==> src/rtl/jt51_timer_pkg.sv <==
// jt51_timer_pkg
// Shared constants for the YM2151 timer register front end.
//   - Register addresses of the timer pair (clock A high/low, clock B, control).
//   - Bit positions inside the control register (reg 0x14).
package jt51_timer_pkg;

    localparam logic [7:0] REG_CLKA1 = 8'h10;   // timer A value, bits [9:2]
    localparam logic [7:0] REG_CLKA2 = 8'h11;   // timer A value, bits [1:0]
    localparam logic [7:0] REG_CLKB  = 8'h12;   // timer B value
    localparam logic [7:0] REG_CTRL  = 8'h14;   // load / irq enable / flag clear / CSM

    localparam int CTRL_LOAD_A  = 0;
    localparam int CTRL_LOAD_B  = 1;
    localparam int CTRL_IRQEN_A = 2;
    localparam int CTRL_IRQEN_B = 3;
    localparam int CTRL_CLR_A   = 4;
    localparam int CTRL_CLR_B   = 5;
    localparam int CTRL_CSM     = 7;

endpackage

==> src/rtl/jt51_timer_busy.sv <==
// jt51_timer_busy
// Loadable down counter producing the status busy bit.
//   clk    : system clock
//   rst_n  : synchronous reset, active low (clears the counter, ends busy at once)
//   cen    : chip clock enable; the counter steps down once per cen while nonzero
//   load   : reload to BUSY_CYC; takes priority over a coincident cen
//   busy   : high while the counter is nonzero
module jt51_timer_busy #(
    parameter int unsigned BUSY_CYC = 32
) (
    input  logic clk,
    input  logic rst_n,
    input  logic cen,
    input  logic load,
    output logic busy
);

    logic [7:0] cnt_reg;

    always_ff @(posedge clk) begin
        if (!rst_n) begin
            cnt_reg <= 8'd0;
        end else if (load) begin
            cnt_reg <= 8'(BUSY_CYC);
        end else if (cen && (cnt_reg != 8'd0)) begin
            cnt_reg <= cnt_reg - 8'd1;
        end
    end

    assign busy = (cnt_reg != 8'd0);

endmodule

==> src/rtl/jt51_timer_ctrl.sv <==
// jt51_timer_ctrl
// CPU-side register front end for the YM2151 timer pair.
// Decodes address/data writes to regs 0x10/0x11/0x12/0x14, drives the timer
// datapath controls, provides the status byte and the CSM key-on request.
//
// Build option: define JT51_TIMER_CSM_EN to store reg14 bit7 (CSM) and
// generate csm_keyon on rising overflow_A; otherwise csm_keyon is tied 0.
//
// Ports
//   clk, rst_n          : clock, synchronous active-low reset
//   cen                 : chip clock enable (busy counter timebase)
//   cs_n, wr_n, a0, din : CPU bus; a write event is the first clk with
//                         cs_n=0 and wr_n low after being high
//   flag_A, flag_B      : timer flags (status bits 0/1)
//   overflow_A          : timer A overflow pulse (CSM source)
//   dout                : status {busy,5'b0,flag_B,flag_A}
//   value_A, value_B    : timer start values
//   load_A/B, enable_irq_A/B : control levels from reg14[3:0]
//   clr_flag_A/B        : one-clk flag clear pulses
//   csm_keyon           : one-clk all-slot key-on request
module jt51_timer_ctrl
    import jt51_timer_pkg::*;
#(
    parameter int unsigned BUSY_CYC = 32
) (
    input  logic       clk,
    input  logic       rst_n,
    input  logic       cen,
    input  logic       cs_n,
    input  logic       wr_n,
    input  logic       a0,
    input  logic [7:0] din,
    input  logic       flag_A,
    input  logic       flag_B,
    input  logic       overflow_A,
    output logic [7:0] dout,
    output logic [9:0] value_A,
    output logic [7:0] value_B,
    output logic       load_A,
    output logic       load_B,
    output logic       enable_irq_A,
    output logic       enable_irq_B,
    output logic       clr_flag_A,
    output logic       clr_flag_B,
    output logic       csm_keyon
);

    logic       wr_prev_reg;
    logic [7:0] addr_reg;
    logic [7:0] reg10_reg;
    logic [1:0] reg11_reg;
    logic [7:0] reg12_reg;
    logic [3:0] ctrl_reg;
    logic       clr_a_reg;
    logic       clr_b_reg;
    logic       wr_event;
    logic       data_wr;
    logic       busy;

    // Falling edge of the level-sampled strobe: a held strobe counts once.
    assign wr_event = !cs_n && !wr_n && wr_prev_reg;
    assign data_wr  = wr_event && a0;

    always_ff @(posedge clk) begin
        if (!rst_n) begin
            wr_prev_reg <= 1'b1;
            addr_reg    <= 8'd0;
            reg10_reg   <= 8'd0;
            reg11_reg   <= 2'd0;
            reg12_reg   <= 8'd0;
            ctrl_reg    <= 4'd0;
            clr_a_reg   <= 1'b0;
            clr_b_reg   <= 1'b0;
        end else begin
            wr_prev_reg <= wr_n;
            clr_a_reg   <= 1'b0;
            clr_b_reg   <= 1'b0;
            if (wr_event) begin
                if (!a0) begin
                    addr_reg <= din;
                end else begin
                    case (addr_reg)
                        REG_CLKA1: reg10_reg <= din;
                        REG_CLKA2: reg11_reg <= din[1:0];
                        REG_CLKB:  reg12_reg <= din;
                        REG_CTRL: begin
                            ctrl_reg  <= din[3:0];
                            clr_a_reg <= din[CTRL_CLR_A];
                            clr_b_reg <= din[CTRL_CLR_B];
                        end
                        default: ;
                    endcase
                end
            end
        end
    end

    jt51_timer_busy #(
        .BUSY_CYC (BUSY_CYC)
    ) u_busy (
        .clk   (clk),
        .rst_n (rst_n),
        .cen   (cen),
        .load  (data_wr),
        .busy  (busy)
    );

`ifdef JT51_TIMER_CSM_EN
    logic csm_reg;
    logic ovf_prev_reg;

    always_ff @(posedge clk) begin
        if (!rst_n) begin
            csm_reg      <= 1'b0;
            ovf_prev_reg <= 1'b0;
        end else begin
            ovf_prev_reg <= overflow_A;
            if (data_wr && (addr_reg == REG_CTRL)) begin
                csm_reg <= din[CTRL_CSM];
            end
        end
    end

    // Rising edge of overflow_A so a level held for several clks keys on once.
    assign csm_keyon = overflow_A && csm_reg && !ovf_prev_reg;
`else
    logic unused_overflow;
    assign unused_overflow = overflow_A;
    assign csm_keyon       = 1'b0;
`endif

    assign dout         = {busy, 5'b00000, flag_B, flag_A};
    assign value_A      = {reg10_reg, reg11_reg};
    assign value_B      = reg12_reg;
    assign load_A       = ctrl_reg[CTRL_LOAD_A];
    assign load_B       = ctrl_reg[CTRL_LOAD_B];
    assign enable_irq_A = ctrl_reg[CTRL_IRQEN_A];
    assign enable_irq_B = ctrl_reg[CTRL_IRQEN_B];
    assign clr_flag_A   = clr_a_reg;
    assign clr_flag_B   = clr_b_reg;

endmodule

==> config.mk <==
export PLATFORM = sky130hd
export DESIGN_NAME = jt51_timer_ctrl
export DESIGN_NICKNAME = d
export VERILOG_FILES = /design/src/rtl/jt51_timer_pkg.sv /design/src/rtl/jt51_timer_busy.sv /design/src/rtl/jt51_timer_ctrl.sv
export SDC_FILE = /design/constraint.sdc
export NUM_CORES = 1
export LEC_CHECK = 0
export BUFFER_PORTS_ARGS = -buffer_cell sky130_fd_sc_hd__buf_2
export CAP_MARGIN = 20
export CELL_PAD_IN_SITES_DETAIL_PLACEMENT = 2
export CELL_PAD_IN_SITES_GLOBAL_PLACEMENT = 2
export CORE_MARGIN = 3
export CORE_UTILIZATION = 27
export CTS_CLUSTER_DIAMETER = 150
export CTS_CLUSTER_SIZE = 12
export DETAILED_ROUTE_END_ITERATION = 16
export PLACE_DENSITY = 0.7
export SETUP_SLACK_MARGIN = 0.2
export SYNTH_ARGS = -nofsm -noshare
export SYNTH_HDL_FRONTEND = slang
export SYNTH_SLANG_ARGS = --single-unit
==> constraint.sdc <==
create_clock -name clk -period 1.8 [get_ports clk]
set_input_delay 0.36 -clock clk [delete_from_list [all_inputs] [get_ports clk]]
set_output_delay 0.36 -clock clk [all_outputs]
set_load 0.01 [all_outputs]
# == Word-level counts from Yosys, hierarchy flattened ==
# Index checks and enable logic that the tools add are counted.
# classes
n_addsub,1
n_eq_ne,4
n_bitwise,2
n_reduce_logical,15
n_mux,2
# ops
cell,n
"8-bit by 5-bit == test with 1-bit output, second input constant",4
6-bit 2-to-1 mux,2
3-bit AND reduction,4
8-bit nonzero test,1
"8-bit by 1-bit subtractor with 8-bit output, second input constant",1
1-bit logical AND,4
4-bit AND reduction,1
1-bit zero test,2
1-bit inverter,2
2-bit AND reduction,1
2-bit nonzero test,1
2-bit OR reduction,1
# totals
register_bits,41
inputBits,17
wordCells,34
output_inout_bits,33

# == Longest topological paths before layout ==
# logic_depth
word_depth,5
mapped_depth,6
ltp_nobuf,6

# == By module ==
# Synthesis repeated with hierarchy kept, for this count alone.
# hier_totals
cells_unflattened,189
hier_area_um2,1815.5
# modules_own_cells
mod,n_inst,seq_area_each_um2,cells_each,area_each_um2
jt51_timer_ctrl,1,660.6,141,1358.8
jt51_timer_busy,1,160.2,48,456.7

# == Worst setup path before layout ==
# No wires, ideal clock.
# synth_path
kind,reg2reg
start,reg u_busy.cnt_reg[0]
end,reg u_busy.cnt_reg[7]
arrival_time_ns,1.610
period_less_slack_ns,1.731
setup_slack_ns,0.069
n_path_buf,0
stages_incl_launch_ff,7
setup_time_ns,0.121
required_ns,1.679
cell_sequence,dfxtp_1 inv_1 ha_1 nor3b_1 a21oi_1 nand3_1 mux2_2
# synth_via
elab_chain_cells,2
word_cells_on_any_way,3
classes_between,add/sub: 1; reduce/logical: 2
# synth_lines
element,line,rtl
"start, declared",jt51_timer_busy.sv:18,logic [7:0] cnt_reg;
"start signal, assigned",jt51_timer_busy.sv:24,cnt_reg <= 8'(BUSY_CYC);
"start signal, assigned",jt51_timer_busy.sv:26,cnt_reg <= cnt_reg - 8'd1;
"parallel branches: the longest is 2 deep, another holds 8-bit by 1-bit subtractor with 8-bit output",-,
# Parallel ways; which one is timed is not known.
# A chain may end at the register's enable or synchronous reset.

# == Worst setup path in the final report ==
# layout_path
start,reg u_busy.cnt_reg[2]
end,out dout[7]
# layout_via
elab_chain_cells,1
# layout_lines
element,line,rtl
8-bit nonzero test,jt51_timer_busy.sv:30,assign busy = (cnt_reg != 8'd0);
"end, declared",jt51_timer_ctrl.sv:36,"output logic [7:0] dout,"
# Every way passes these cells.

==> impl_metrics.csv <==
group,metric,value,unit
yosys,synth_top_cell_by_area,"dfxtp_1",
yosys,syn_area_per_cell,9.19,um^2
yosys,yosysSeqAreaShare,47.0,%
cts,cts_made_buffers,5,
die,start_util,28.7,%
pwr,pwr_density_cell,1130,nW/um^2
die,num_io_pins,50,
sta,grt_setup_unrepaired,"true",
critical_path,cp.depth,4,
cts,h-tree-depth,2,
yosys,synth_area_leaders,"dfxtp_1, mux2i_1, nand2_1",
yosys,synthArstFlopShare,0,%
global_route,overflow,0,
cts,clockBufferDepth,2,
critical_path,worstReg2RegStart,"addr_reg[6]",
routing,ant_nets,0,
die,dieArea,7470,um^2
yosys,synth_flop_cell,"dfxtp_1",
routing,drc,0,
critical_path,setup.reg_to_reg.worst_slack,0.26,ns
yosys,syn_area,1750,um^2
finish,drive_above_1_share,34.5,%
finish,layout_commonest_cell,"buf_2",
sta,setup_violations,0,
global_route,grt_pass1_vias,1536,
die,die_y,86.4,um
cts,clock_sinks,41,
critical_path,cp_slowest_stage_delay,0.35,ns
die,fp-row-count,28,
critical_path,r2r_cells,4,
cts,ctsHoldBuffers,0,
cts,clock_latency,0.29,ns
finish,nNetsFinal,256,
yosys,synth_edf_count,0,
critical_path,r2r_end,"ctrl_reg[1]",
sta,period_share,90.2,%
cts,clkTransAtPathRegs,0.08,ns
cts,cts_tree,"done",
critical_path,crit_family,"flip-flops",
routing,via_count,1455,
routing,first_pass_iters,3,
global_route,grt_pass1_wl,7470,um
critical_path,cp.arrival,1.26,ns
global_route,antenna_found_initial,0,
sta,finalCriticalPeriod,1.62,ns
yosys,synth_top_area_share,47.0,%
status,status,"finished clean",
global_route,grt_usage,12.9,%
critical_path,path_cells,"nor4_2, buf_4, nand2_1, buf_2",
critical_path,cp_max_fo,4,
die,coreArea,6100,um^2
finish,area_delta_synth_final,27.2,%
yosys,yosysUniqueCellTypes,33,
critical_path,crit_path_end_kind,"output pin",
pwr,leakage,0.943,nW
sta,hold_viol_final,0,
yosys,ys_warn_count,0,
routing,via_per_inst,4.65,
place,place.gp.congestion,0.684,
critical_path,required,1.44,ns
routing,routedWlPerCell,14.6,um
finish,diodes,0,
die,die_x,86.4,um
yosys,ys_seq_elements,41,
critical_path,crit_end,"dout[7]",
critical_path,critPathKind,"flop to output pin",
critical_path,cp-start-kind,"flop",
place,io_buffers,38,
cts,cts_root_buffer,"clkbuf_8",
sta,holdWs,0.275,ns
critical_path,critPathLaunch,"u_busy.cnt_reg[2]",
yosys,synthCells,190,
critical_path,crit_path_top_delay_cell,"dfxtp_2",
routing,initialDrtViolationCount,47,
run,drv_cap,0,
place,hpwlAfterDp,3400,um
routing,drt-total-wl,4580,um
critical_path,critical_path_buf_inv_count,2,
sta,finalSetupTns,0,ns
sta,skew,0.00780,ns
global_route,grt_max_degree,29,
pwr,vdd_ir_drop_max,0.500,mV
sta,finalMaxSlewViolations,0,
finish,layout_common_cells,"buf_2, nand2_1, dfxtp_1, mux2i_1",
sta,fmax,616,MHz
worst_hold_path,hold_class,"input port to flop",
-- per-layer routing --
layer,wire length (um),track usage [%],vias to the layer above
met5,0,0,-
met4,71,5.24,0
met3,158,3.14,7
met2,2350,22.4,24
met1,2000,15.2,701
li1,-,-,723
-- final cells by class --
type,count,area (um^2)
Fill cell,717,3870
Inverter,6,22.5
Clock inverter,2,10.0
Tap cell,75,93.8
Sequential cell,41,827
Timing Repair Buffer,52,308
Multi-Input combinational cell,131,888
Clock buffer,6,72.6
-- metrics by stage --
step | cells | setup WS (ns) | util (%) | area [um^2] | total power [mW]
after floorplan | 195 | 0.243 | - | 1770 | 1.55
after global placement | 299 | 0.145 | 33.3 | 2030 | 1.69
after detailed placement | 299 | 0.0865 | 33.3 | 2030 | 1.72
after CTS | 311 | 0.176 | 35.6 | 2170 | 2.47
after global routing | 313 | 0.0921 | 36.5 | 2220 | 2.70
final | 313 | 0.176 | 36.5 | 2220 | 2.51
-- cells in the mapped netlist (2+ instances only) --
cell type   n
dfxtp_1    41
a21oi_1     9
nand3_1     9
inv_1       6
nor2_1     13
nand2b_1    2
clkbuf_1    6
nor4b_2     2
o21ai_0     8
and3_1      2
mux2i_1    14
xnor2_1     5
buf_4       9
ha_1        2
nor3b_1     4
a211oi_1    5
and4b_1     2
nand2_1    36
-- worst min path at each step --
stage	from	end	slack, ns	cells after the start
6_report	rst_n	wr_prev_reg	0.27	2
5_1_grt	rst_n	wr_prev_reg	0.28	2
4_1_cts	rst_n	wr_prev_reg	0.27	2
3_5_place_dp	reg10_reg[1]	reg10_reg[1]	0.45	2
3_3_place_gp	reg10_reg[1]	reg10_reg[1]	0.44	2
2_1_floorplan	addr_reg[4]	addr_reg[4]	0.44	2
-- logic make-up after synthesis --
family                     count (synthesis)  share of synthesized area [%]
muxes                                     15                           8.67
adders and majority gates                  2                           1.43
buffers and inverters                     23                           6.95
and+or+nand+nor                           81                           26.2
xor gates and xnor gates                   5                           2.51
DFF                                       41                           47.0
other                                      1                          0.215
AOI/OAI and AO/OA                         22                           7.02
-- power breakdown --
| part | switching (mW) | internal, mW | leakage (nW) |
|---|---|---|---|
| sequential | 0.0826 | 0.987 | 0.334 |
| combinational | 0.428 | 0.428 | 0.564 |
| clock | 0.320 | 0.269 | 0.0450 |
| total | 0.830 | 1.68 | 0.943 |
-- repair_timing --
| action | 4_1_cts | 5_1_grt |
|---|---|---|
| pin swaps | 0 | 6 |
| endpoints found under the setup margin | 6 | 21 |
| hold endpoints to repair | 0 | 0 |
| resized for setup | 6 | 10 |
| setup buffers | 4 | 2 |
No activity file was read; power rests on OpenSTA's default activity.
